`src/rtl/i2c_write_sequencer.sv`:
```
// I2C master single-byte write sequencer.
// Generates START, {address, W}, one data byte, both ACK checks and STOP. It sits on
// top of an I2C clock generator: it follows the generator's data_clk phase and gates
// SCL through scl_not_ena. A NACK can retry the whole transaction up to ACK_RETRY times.
//
// Ports:
//   clk, rst              system clock, synchronous active-high reset
//   data_clk              generator phase clock (rise = SDA change point, fall = sample point)
//   sda_in                sampled SDA level, used only in the ACK slots
//   req_valid/req_ready   client handshake; req_addr/req_data are captured on accept
//   scl_not_ena           1 = SCL held released high, 0 = SCL toggles
//   sda_oe                1 = pull SDA low, 0 = release SDA
//   busy                  transaction in progress
//   done, ack_err         one-cycle completion pulse; ack_err = NACK after the last retry
module i2c_write_sequencer #(
    parameter int unsigned ADDR_W    = 7,
    parameter int unsigned DATA_W    = 8,
    parameter int unsigned ACK_RETRY = 0
) (
    input  logic              clk,
    input  logic              rst,
    input  logic              data_clk,
    input  logic              sda_in,
    input  logic              req_valid,
    input  logic [ADDR_W-1:0] req_addr,
    input  logic [DATA_W-1:0] req_data,
    output logic              req_ready,
    output logic              scl_not_ena,
    output logic              sda_oe,
    output logic              busy,
    output logic              done,
    output logic              ack_err
);

    // The address frame (ADDR_W + W bit) and the data byte are both DATA_W bits wide.
    localparam int unsigned CNT_W = $clog2(DATA_W);

    typedef enum logic [2:0] {
        StIdle, StStart, StAddr, StAddrAck, StData, StDataAck, StStop
    } state_t;

    state_t            state_q, state_d;
    logic [1:0]        phase_q, phase_d;
    logic [CNT_W-1:0]  bit_cnt_q, bit_cnt_d;
    logic              last_q, last_d;
    logic [ADDR_W-1:0] addr_q, addr_d;
    logic [DATA_W-1:0] data_q, data_d;
    logic              fail_q, fail_d;
    logic [1:0]        retry_q, retry_d;
    logic              sda_oe_q, sda_oe_d;
    logic              scl_ne_q, scl_ne_d;
    logic              busy_q, busy_d;
    logic              done_q, done_d;
    logic              ack_err_q, ack_err_d;
    logic              req_ready_q, req_ready_d;
    logic              dclk_q;

    logic              rtick, ftick;
    logic [ADDR_W:0]   frame;

    assign rtick = data_clk & ~dclk_q;
    assign ftick = ~data_clk & dclk_q;
    assign frame = {addr_q, 1'b0};

    // State register
    always_ff @(posedge clk) begin
        if (rst) begin
            state_q     <= StIdle;
            phase_q     <= 2'd0;
            bit_cnt_q   <= '0;
            last_q      <= 1'b0;
            addr_q      <= '0;
            data_q      <= '0;
            fail_q      <= 1'b0;
            retry_q     <= 2'd0;
            sda_oe_q    <= 1'b0;
            scl_ne_q    <= 1'b1;
            busy_q      <= 1'b0;
            done_q      <= 1'b0;
            ack_err_q   <= 1'b0;
            req_ready_q <= 1'b1;
            dclk_q      <= 1'b0;
        end else begin
            state_q     <= state_d;
            phase_q     <= phase_d;
            bit_cnt_q   <= bit_cnt_d;
            last_q      <= last_d;
            addr_q      <= addr_d;
            data_q      <= data_d;
            fail_q      <= fail_d;
            retry_q     <= retry_d;
            sda_oe_q    <= sda_oe_d;
            scl_ne_q    <= scl_ne_d;
            busy_q      <= busy_d;
            done_q      <= done_d;
            ack_err_q   <= ack_err_d;
            req_ready_q <= req_ready_d;
            dclk_q      <= data_clk;
        end
    end

    // Next-state logic
    always_comb begin
        state_d   = state_q;
        phase_d   = phase_q;
        bit_cnt_d = bit_cnt_q;
        last_d    = last_q;
        addr_d    = addr_q;
        data_d    = data_q;
        fail_d    = fail_q;
        retry_d   = retry_q;
        sda_oe_d  = sda_oe_q;
        scl_ne_d  = scl_ne_q;
        busy_d    = busy_q;
        done_d    = 1'b0;
        ack_err_d = 1'b0;

        unique case (state_q)
            StIdle: begin
                // Ticks are ignored here, so an rtick on the accept edge is not counted.
                if (req_valid && req_ready_q) begin
                    addr_d  = req_addr;
                    data_d  = req_data;
                    busy_d  = 1'b1;
                    retry_d = 2'd0;
                    fail_d  = 1'b0;
                    phase_d = 2'd0;
                    state_d = StStart;
                end
            end
            StStart: begin
                if (rtick) begin
                    if (phase_q == 2'd0) begin
                        sda_oe_d = 1'b1;
                        phase_d  = 2'd1;
                    end else begin
                        scl_ne_d  = 1'b0;
                        bit_cnt_d = CNT_W'(ADDR_W);
                        last_d    = 1'b0;
                        phase_d   = 2'd0;
                        state_d   = StAddr;
                    end
                end
            end
            StAddr: begin
                // bit_cnt is the next bit to drive; last flags that bit 0 is already out.
                if (rtick) begin
                    if (last_q) begin
                        sda_oe_d = 1'b0;
                        phase_d  = 2'd0;
                        state_d  = StAddrAck;
                    end else begin
                        sda_oe_d = ~frame[bit_cnt_q];
                        if (bit_cnt_q == '0) last_d = 1'b1;
                        else bit_cnt_d = bit_cnt_q - CNT_W'(1);
                    end
                end
            end
            StAddrAck: begin
                if (phase_q == 2'd0) begin
                    if (ftick) begin
                        if (sda_in) begin
                            fail_d  = 1'b1;
                            phase_d = 2'd0;
                            state_d = StStop;
                        end else begin
                            phase_d = 2'd1;
                        end
                    end
                end else if (rtick) begin
                    // The rtick closing the ACK slot already puts the data MSB on SDA.
                    sda_oe_d  = ~data_q[DATA_W-1];
                    bit_cnt_d = CNT_W'(DATA_W - 2);
                    last_d    = 1'b0;
                    state_d   = StData;
                end
            end
            StData: begin
                if (rtick) begin
                    if (last_q) begin
                        sda_oe_d = 1'b0;
                        state_d  = StDataAck;
                    end else begin
                        sda_oe_d = ~data_q[bit_cnt_q];
                        if (bit_cnt_q == '0) last_d = 1'b1;
                        else bit_cnt_d = bit_cnt_q - CNT_W'(1);
                    end
                end
            end
            StDataAck: begin
                if (ftick) begin
                    fail_d  = sda_in;
                    phase_d = 2'd0;
                    state_d = StStop;
                end
            end
            StStop: begin
                // SDA low, then release SCL, then release SDA while SCL is high.
                if (rtick) begin
                    case (phase_q)
                        2'd0: begin
                            sda_oe_d = 1'b1;
                            phase_d  = 2'd1;
                        end
                        2'd1: begin
                            scl_ne_d = 1'b1;
                            phase_d  = 2'd2;
                        end
                        default: begin
                            sda_oe_d = 1'b0;
                            phase_d  = 2'd0;
                            if (fail_q && (32'(retry_q) < ACK_RETRY)) begin
                                retry_d = retry_q + 2'd1;
                                fail_d  = 1'b0;
                                state_d = StStart;
                            end else begin
                                done_d    = 1'b1;
                                ack_err_d = fail_q;
                                busy_d    = 1'b0;
                                state_d   = StIdle;
                            end
                        end
                    endcase
                end
            end
            default: begin
                state_d = StIdle;
            end
        endcase
    end

    // Ready only once back in idle, so it rises the cycle after done.
    assign req_ready_d = (state_d == StIdle) && !done_d;

    // Outputs
    always_comb begin
        req_ready   = req_ready_q;
        scl_not_ena = scl_ne_q;
        sda_oe      = sda_oe_q;
        busy        = busy_q;
        done        = done_q;
        ack_err     = ack_err_q;
    end

endmodule

```
`config.mk`:
```
export PLATFORM = sky130hd
export DESIGN_NAME = i2c_write_sequencer
export DESIGN_NICKNAME = d
export VERILOG_FILES = /design/src/rtl/i2c_write_sequencer.sv
export SDC_FILE = /design/constraint.sdc
export NUM_CORES = 1
export LEC_CHECK = 0
export CORE_MARGIN = 1.5
export CORE_UTILIZATION = 35
export CTS_CLUSTER_DIAMETER = 80
export CTS_CLUSTER_SIZE = 28
export DETAILED_ROUTE_END_ITERATION = 10
export PLACE_DENSITY = 0.64
export SYNTH_ARGS = -nofsm -noshare
export SYNTH_HDL_FRONTEND = slang
export SYNTH_SLANG_ARGS = --single-unit
export TNS_END_PERCENT = 30
```
`constraint.sdc`:
```
create_clock -name clk -period 3.4 [get_ports clk]
set_input_delay 0.68 -clock clk [delete_from_list [all_inputs] [get_ports clk]]
set_output_delay 0.68 -clock clk [all_outputs]
set_load 0.1 [all_outputs]
```
==> out/metrics.cfg <==
[status]
outcome=finished clean

[synthesis]
synth_top_area_cell=dfxtp_1
number_of_enable_flip_flop_cells_after_synthesis=0
synth_top_cell_area_share_pct=34.97
async_reset_ff_share_pct=0
count_of_state_elements_after_synthesis=32
synth_area_mm2=0.001832
postSynthAreaPerCell_um2=8.105
synth_cell_type_count=56
synth_seq_area_share_pct=34.97
gate_count_of_the_mapped_netlist=226
synthesis.nets=248
yosysWarningCount=0
yosys-top-cells-area=dfxtp_1 35%, nand2_1 8.6%, a21oi_1 6.3%
synth-main-ff-cell=dfxtp_1

[timing]
holdWs_ns=0.4541
period_share_pct=72.41
relSlewSlack_pct=34.77
setup_repair_after_global_routing_missed_its_margin=false
tightest_slew_ns=0.9753
tns_ns=0
max_clock_freq_mhz=406.2
timing.final.crit_period_ns=2.462
setup_viol_count_final=0
skew_ns=0.002952
final-hold-violation-count=0
timing.final.max_slew_violations=0

[route]
initialDrtViolationCount=284
route.detailed.drc=0
drt_pre_antenna_iters=4
routed_via_density=5.398
routed_wl_um=4351
wire_per_inst_um=13.86
drt.antenna.violating_nets=0
detailroute.via_count=1695

[critical_path]
register_to_register_setup_slack_ns=1.28
worst_setup_path_end_kind=output port
origin_of_the_critical_flop_to_flop_path=state_q[1]
cp_data_required_time_ns=2.72
critPathSlowestCell=clkdlybuf4s50_1
cp_max_fo=2
r2r.worst_path.cells=5
worstReg2RegEnd=bit_cnt_q[1]
cp.buffers_inverters=1
critical_path_cell_by_cell=clkdlybuf4s50_1
crit_family=buffers and inverters
crit_type=flop to output port
setup.worst_path.start_class=flop
cp.arrival_ns=1.78
worst_path_largest_cell_delay_ns=1.15

[global_routing]
grt_start_max_net_pins=26
track_usage_pct=17.80
grt_pass1_wl_um=7659
global_route_congestion_overflow_total=0
antenna_found_initial=0
grt_pass1_vias=1578

[floorplan]
die-area_mm2=0.005677
fp-row-count=26
placeableCoreArea_mm2=0.005075
die_x_um=75.35
chipHeight_um=75.35
start_util_pct=36.09
design.portCount=26

[min_path]
hold_depth=2
hold_path.startpoint=addr_q[4]
holdCritPathClass=flop to flop
min_delay_worst_endpoint=addr_q[4]

[placed_design]
gp_routability_congestion=0.9253
dp.final_hpwl_um=3028
io_buffer_count=25

[clocking]
post-cts-setup-buffer-count=0
number_of_cts_inserted_buffers=5
postCtsHoldBufs=0
worst_skew_pair.late_latency_ns=0.29
worst_setup_hold_path_clk_slew_ns=0.07
clock_path_buffers=2
tritoncts=built
cts_repair_resize_count=0
clock_sink_count=32
clockRootBuffer=clkbuf_8
h-tree-depth=2

[cells_and_area]
area_growth_pct=19.54
post_route_cells_drive_above_1_share_pct=9.836
antenna-diode-count=0
finish.net_count=265

[power]
power_leakage_nw=0.7351
max_vdd_drop_v=0.0002265
power.density_mw_per_mm2=452.9

[run]
maxCapViolations=0

[logic make-up (layout without fill, tap and decap cells)]
logic type | after synthesis | in the layout | synth area share [%]
AND/OR/NAND/NOR | 95 | 95 | 26.84
multiplexers | 9 | 9 | 6.284
AO/OA/AOI/OAI | 65 | 65 | 23.91
buffers and inverters | 22 | 40 | 6.148
XOR/XNOR | 1 | 1 | 0.4782
flip-flops | 32 | 32 | 34.97
adder cells (fa/ha/maj) | 2 | 2 | 1.366
[how the worst max path moves through the flow]
stage,startpoint,to,slack (ns),cells after the start
floorplan,req_ready,data_q[0],1.47,5
global placement,data_clk,req_ready,1.11,6
detailed placement,data_clk,req_ready,1.06,6
CTS,sda_oe,sda_oe,0.93,1
global route,sda_oe,sda_oe,0.87,1
finish,sda_oe,sda_oe,0.94,1
[area by class of cell]
type / count / area [µm²]
clock inverter: 2 / 35.03
timing repair buffer: 26 / 252.7
fill: 544 / 2885
multi-input combinational: 172 / 1079
sequential: 32 / 640.6
tap: 70 / 87.58
inverter: 6 / 22.52
clock buffer: 6 / 72.57
[cells in the final DEF, fill, tap and decap left out, drive strengths merged, types with 5 or more instances in the layout]
cell type      count
a211oi             7
a21oi             25
clkbuf             6
clkdlybuf4s50     23
dfxtp             32
inv                6
mux2i              7
nand2             42
nand2b             7
nand3              5
nor2              16
nor2b              5
o21ai             13
[Yosys cell counts, types with 4 or more instances]
library cell / instances
mux2i_1: 7
nor2_1: 16
nand2_1: 42
buf_4: 4
a21oi_1: 23
o21ai_0: 8
buf_2: 6
nand2b_1: 7
a211oi_1: 6
inv_1: 6
clkbuf_1: 5
nor2b_1: 5
o21ai_1: 4
nand3_1: 5
dfxtp_1: 32
[power breakdown]
group	internal (mW)	total (mW)	switching (mW)
logic	0.0780	0.199	0.121
registers	0.401	0.432	0.0312
clock network	0.217	0.361	0.144
total	0.696	0.992	0.296
[stage by stage]
| stage | power (mW) | util [%] | cells | setup slack, ns | area, µm² |
|---|---|---|---|---|---|
| finish | 0.9916 | 43.15 | 314 | 0.9380 | 2190 |
| global route | 1.045 | 43.15 | 314 | 0.8686 | 2190 |
| CTS | 1.001 | 43.15 | 314 | 0.9267 | 2190 |
| detailed placement | 0.6374 | 41.03 | 306 | 1.061 | 2082 |
| global placement | 0.6360 | 41.03 | 306 | 1.106 | 2082 |
| floorplan | 0.5828 | - | 226 | 1.473 | 1832 |
[layer usage]
layer | up-vias | track usage (%) | wire length, µm
met5 | - | 0 | 0
met4 | 0 | 9.921 | 157
met3 | 16 | 3.968 | 322
met2 | 76 | 25.54 | 1933
met1 | 763 | 24.69 | 1938
li1 | 840 | - | -
[registers in the layout (all words and copies together), names as in the netlist, 2 cells and up]
register and cells:
phase_q 2, data_q 8, addr_q 7, state_q 3, bit_cnt_q 3
Power figures use the tool's default switching activity.
==> edit 1, RTL diff (same flow settings) <==
Encoding of `state_t`: now one-hot (7 bits for 7 states).
--- a/src/rtl/i2c_write_sequencer.sv
+++ b/src/rtl/i2c_write_sequencer.sv
@@ -35,8 +35,8 @@
     // The address frame (ADDR_W + W bit) and the data byte are both DATA_W bits wide.
     localparam int unsigned CNT_W = $clog2(DATA_W);
 
-    typedef enum logic [2:0] {
-        StIdle, StStart, StAddr, StAddrAck, StData, StDataAck, StStop
+    typedef enum logic [6:0] {
+        StIdle = 7'b0000001, StStart = 7'b0000010, StAddr = 7'b0000100, StAddrAck = 7'b0001000, StData = 7'b0010000, StDataAck = 7'b0100000, StStop = 7'b1000000
     } state_t;
 
     state_t            state_q, state_d;
Check against the original RTL: same outputs for any inputs over 10 cycles, from zero or initial values and one cycle with rst high; not proved beyond that.
==> edit 1 against the unedited design <==
- core utilization is 0.55 points higher
- largest power group unchanged
- count of clock-buffer cells in the layout did not move
- die area increased by 9.2%
- setup slack worse by 0.0047 ns
- sequential cell count rose by 4
- power increased by 10%
- via count increased by 1.9%
- area after synthesis rose by 9.6%
- worst hold slack better by 0.016 ns
- routed wire length is 8.0% higher
- highest routed layer unchanged
- non-clock buffer count up 2
- clock skew grew 0.0020 ns
- design area rose by 9.9%
==> edit 1: results (changes against the unedited design) <==
The maximum fanout encountered on the critical timing path is 3 (+1). The largest registers in the layout are data_q: 8 flops, addr_q: 7 flops, state_q: 7 flops. The complex-gate fraction of the synthesized area came out at 17.7% (-6.2 points). The iteration-0 DRC count of the detailed router came out at 106 (-63%).

The startpoint of the worst hold path is fail_q. The clock skew came to 0.00493 ns (+0.00198 ns). The largest stage delay on the critical path came out at ~1.1 ns. The flow ran to the end, and the final reports show no timing, DRC or antenna violations. The final non-filler cell total came out at 317 (+0.96%). The overall global routing resource usage came out at 16.4% (-1.4 points). The tightest slew margin relative to the limit came out at 35.5% (+0.69 points). The worst register-to-register path ends at bit_cnt_q[0].

The standby leakage power came to 0.921 nW (+25%). The number of global-route vias before repair is 1570 (-0.51%). The layout net count came out at 266 (+0.38%). The reg2reg setup slack came out at 1.20 ns (-0.08 ns). The power attributed to sequential cells is 0.000476 W (+10%). The number of distinct library cell variants in the gate-level netlist after synthesis came to 57 (+1.8%).

The combinational cell power came to 0.000244 W (+23%). The number of inserted filler cells in the final layout was 558 (+2.6%). By count the netlist is led by dfxtp_1, nor2_1, mux2i_1, a21oi_1.

The number of nets in the synthesized netlist came to 244 (-1.6%). The share of cell area taken by muxes after synthesis is 12.9% (+6.6 points). The average size of a mapped cell was 9.05 um2 (+12%). The post-synthesis async set-or-reset flop share came to 0% (unchanged). The startpoint identified for the worst register-to-register timing path is state_q[3]. The xor/xnor cell area share of the yosys netlist is 1.31% (+0.83 points).

The post-place instance area was 2300 um2 (+10%). The via density per instance came out at 5.45 (+0.92%). The post-synthesis adder-cell area fraction is 1.25% (-0.12 points). The share of the yosys chip area belonging to registers is 35.9% (+0.92 points). The fraction of final layout cells sized beyond drive strength 1 came out at 11.8% (+2.0 points). The routability congestion estimate from global placement is 0.884 (-4.5%). The average detailed-routed wire length per instance was 14.8 um (+7.0%). The global-route wire length before repair is 7.87 mm (+2.7%). The worst hold path terminates at ack_err. The internal power is 0.000777 W (+12%). The insertion delay to the later sink of the worst-skew pair was 0.29 ns (about the same). The depth of the worst hold-timing path came to 1 (-1).

The area share of the leading cell type in the synthesized netlist is 35.9% (+0.92 points). The estimated wirelength of the detail-placed design is 3.39 mm (+12%). The post-placement cell count is 309 (+0.98%).
## edit 1: changes by cell type after synthesis, moves of 5 or more
cell / unedited run / this run
a21oi_1: 23 / 11
mux2i_1: 7 / 18
nand2_1: 42 / 8
nand2b_1: 7 / 2
nor2_1: 16 / 30
nor4_1: 0 / 5
## edit 1: worst max path at each step
stage | start | to
2_1_floorplan | req_ready | addr_q[0]
6_report | scl_not_ena | scl_not_ena
5_1_grt | scl_not_ena | scl_not_ena
4_1_cts | scl_not_ena | scl_not_ena
3_3_place_gp | data_clk | phase_q[1]
3_5_place_dp | data_clk | phase_q[0]
## edit 1: cell type report
class	instances	area, um2	area share [%]
Clock inverter	2	35.0	1.46
Clock buffer	6	72.6	3.02
Sequential cell	36	721	30.0
Timing Repair Buffer	28	268	11.1
Tap cell	72	90.1	3.74
Multi-Input combinational cell	166	1190	49.6
Inverter	7	26.3	1.09
## edit 1: kinds of logic (layout without fill, tap and decap cells)
kind of cell,after synthesis,after routing
compound gates,48,48
xor+xnor,3,3
fa+ha+maj,2,2
buf+inv,20,43
flops,36,36
mux,22,22
simple gates,91,91
## edit 1: metal layers
metal	vias to the layer above	share of wire (%)	GRT usage, %
met5	-	0	0
met4	0	1.3	5.54
met3	8	4.4	3.79
met1	809	48	22.1
li1	861	-	-
met2	49	46	25.5
## edit 1: stage by stage
stage	total power, W	worst slack (ns)	utilization [%]	hold WS [ns]
CTS	0.00110	0.932	43.7	0.473
floorplan	0.000669	1.27	-	0.430
global route	0.00114	0.892	43.7	0.503
finish	0.00109	0.933	43.7	0.470
global placement	0.000728	0.750	41.7	0.459
detailed placement	0.000729	0.704	41.7	0.461
## edit 1: worst reg2reg max path: cells and delay by family (launching register included)
family             cells  cell delay, ns
AOI/OAI and AO/OA      3            0.73
DFF                    1            0.50
and+or+nand+nor        2            0.92
==> edit 2, RTL diff (same flow settings) <==
Without the edit above. Change the parameter `DATA_W` from 8 to 16.
--- a/src/rtl/i2c_write_sequencer.sv
+++ b/src/rtl/i2c_write_sequencer.sv
@@ -14,7 +14,7 @@
 //   done, ack_err         one-cycle completion pulse; ack_err = NACK after the last retry
 module i2c_write_sequencer #(
     parameter int unsigned ADDR_W    = 7,
-    parameter int unsigned DATA_W    = 8,
+    parameter int unsigned DATA_W    = 16,
     parameter int unsigned ACK_RETRY = 0
 ) (
     input  logic              clk,
Interface: changed (resized req_data); port bits go from 26 to 34. The function was not compared with the original's and may differ.
==> edit 2 against the unedited design <==
- area after synthesis grew 19%
- design area grew 20%
- setup slack lost 0.018 ns
- die area grew 19%
- sequential cell count grew 9
- global-route usage shrank 2.1 points
- synthesized cell count grew 17%
- sequential share of layout area grew 1.9 points
- routed wire length grew 12%
- worst hold slack gained 0.00053 ns
- maximum frequency shrank 0.75%
- power grew 26%
==> edit 2: results (changes against the unedited design) <==
The flow ran to the end, and the final reports show no timing, DRC or antenna violations. The routed wire length came out at 4.88 mm (+12%). The complex-gate fraction of the synthesized area is 21.1% (-2.8 points). The share of the yosys chip area belonging to registers is 37.6% (+2.6 points). The number of antenna violations at the first check in global routing is 0 (unchanged). The global-route wire length before repair came to 8.14 mm (+6.2%). In the final layout, the registers with the most flip-flops are data_q: 16 flops, addr_q: 7 flops, bit_cnt_q: 4 flops. The via count is 1898 (+12%). By count the netlist is led by nand2_1, dfxtp_1, a21oi_1, nor2_1, o21ai_0.

The maximum fanout encountered on the critical timing path was 2 (unchanged). The largest stage delay on the critical path came out at ~1.1 ns. The CTS H-tree depth came out at 2 (unchanged). The post-synthesis adder-cell area fraction is 0.572% (-0.79 points). The number of iterations in the first detailed-routing pass is 4 (unchanged).

The fraction of final layout cells sized beyond drive strength 1 is 7.29% (-2.5 points). The clock skew is 0.00870 ns (+0.00575 ns). The tightest slew margin relative to the limit is 35.7% (+0.97 points). The arrival time at the worst endpoint came to 1.80 ns (+0.02 ns).

The overall global routing resource usage came out at 15.7% (-2.1 points). The largest individual stage delay along the critical path comes from the cell clkdlybuf4s50_1. The estimated wirelength of the detail-placed design came out at 3.37 mm (+11%).

The share of cell area taken by muxes after synthesis came out at 7.96% (+1.7 points). Ranked by total cell area, the synthesized netlist is headed by dfxtp_1, nand2_1, a21oi_1. The final count of pins violating max slew is 0 (unchanged). The number of global-route vias before repair is 1743 (+10%).

The xor/xnor cell area share of the yosys netlist is 0% (-0.48 points). The final count of negative-setup-slack endpoints came to 0 (unchanged). The quantity of gates resized following cts came out at 0 (unchanged). The tree is rooted in a clkbuf_8. The standby leakage power came out at 0.937 nW (+27%). The number of hold violations in the final report came to 0 (unchanged).

The largest vdd supply drop is 189 uV (-17%). The layout net count came to 316 (+19%). The routability congestion estimate from global placement was 0.905 (-2.2%). The switching portion of total power is 27.5% (-2.3 points). The number of nets in the synthesized netlist came to 294 (+19%). The CTS buffer count came out at 5 (unchanged).

The buffer levels on the longest clock path came to 2 (unchanged). The number of distinct library cell variants in the gate-level netlist after synthesis is 55 (-1.8%). The maximum number of pins on one net before global-route repair is 30 (+15%). The count of input and output buffers came to 33 (+32%). The iteration-0 DRC count of the detailed router is 140 (-51%).

The post-synthesis async set-or-reset flop share is 0% (unchanged).
edit 2: layer usage:
metal | global-route usage (%) | up-vias | wire length, um
met5 | 0 | - | 0
met1 | 21.4 | 832 | 2410
met4 | 5.42 | 0 | 80
li1 | - | 987 | -
met2 | 23.9 | 67 | 2100
met3 | 4.11 | 12 | 284
edit 2: power groups by stage:
stage	Sequential, W	Clock, W	Combinational (W)
6_report	0.000547	0.000479	0.000220
3_5_place_dp	0.000558	0	0.000221
4_1_cts	0.000547	0.000491	0.000222
5_1_grt	0.000553	0.000508	0.000244
2_1_floorplan	0.000573	0	0.000139
3_3_place_gp	0.000558	0	0.000219
edit 2: metrics by stage:
stage	area [um2]	hold WS, ns	instances	setup slack [ns]	total power, W
finish	2630	0.455	363	0.919	0.00125
global placement	2500	0.440	355	0.882	0.000777
global route	2630	0.479	363	0.874	0.00130
CTS	2630	0.458	363	0.905	0.00126
floorplan	2190	0.430	265	1.20	0.000712
detailed placement	2500	0.445	355	0.847	0.000779
edit 2: cell type report:
cell class,instances,area [um2]
sequential,41,821
inverter,7,26.3
timing repair buffer,35,338
clock buffer,5,68.8
clock inverter,3,68.8
tap,75,93.8
multi-input combinational,197,1220
fill,619,3360
edit 2: worst register-to-register path: stages (launching register included):
cell and delay, ns:
dfxtp_1 0.81, nor3_1 0.18, and2_1 0.22, or3_1 0.40, or3_1 0.42, a21oi_1 0.13
edit 2: worst paths after layout:
path	endpoint	slack (ns)	startpoint	cells after the start
min reg2reg	data_q[14]	0.45	data_q[14]	2
min	data_q[14]	0.45	data_q[14]	2
max reg2reg	phase_q[1]	1.18	state_q[2]	5
max	sda_oe	0.92	sda_oe	1
edit 2: kinds of logic after synthesis:
group / after synthesis
multiplexers: 9
flip-flops: 41
buffers and inverters: 27
adder cells (fa/ha/maj): 1
AO/OA/AOI/OAI: 74
AND/OR/NAND/NOR: 113
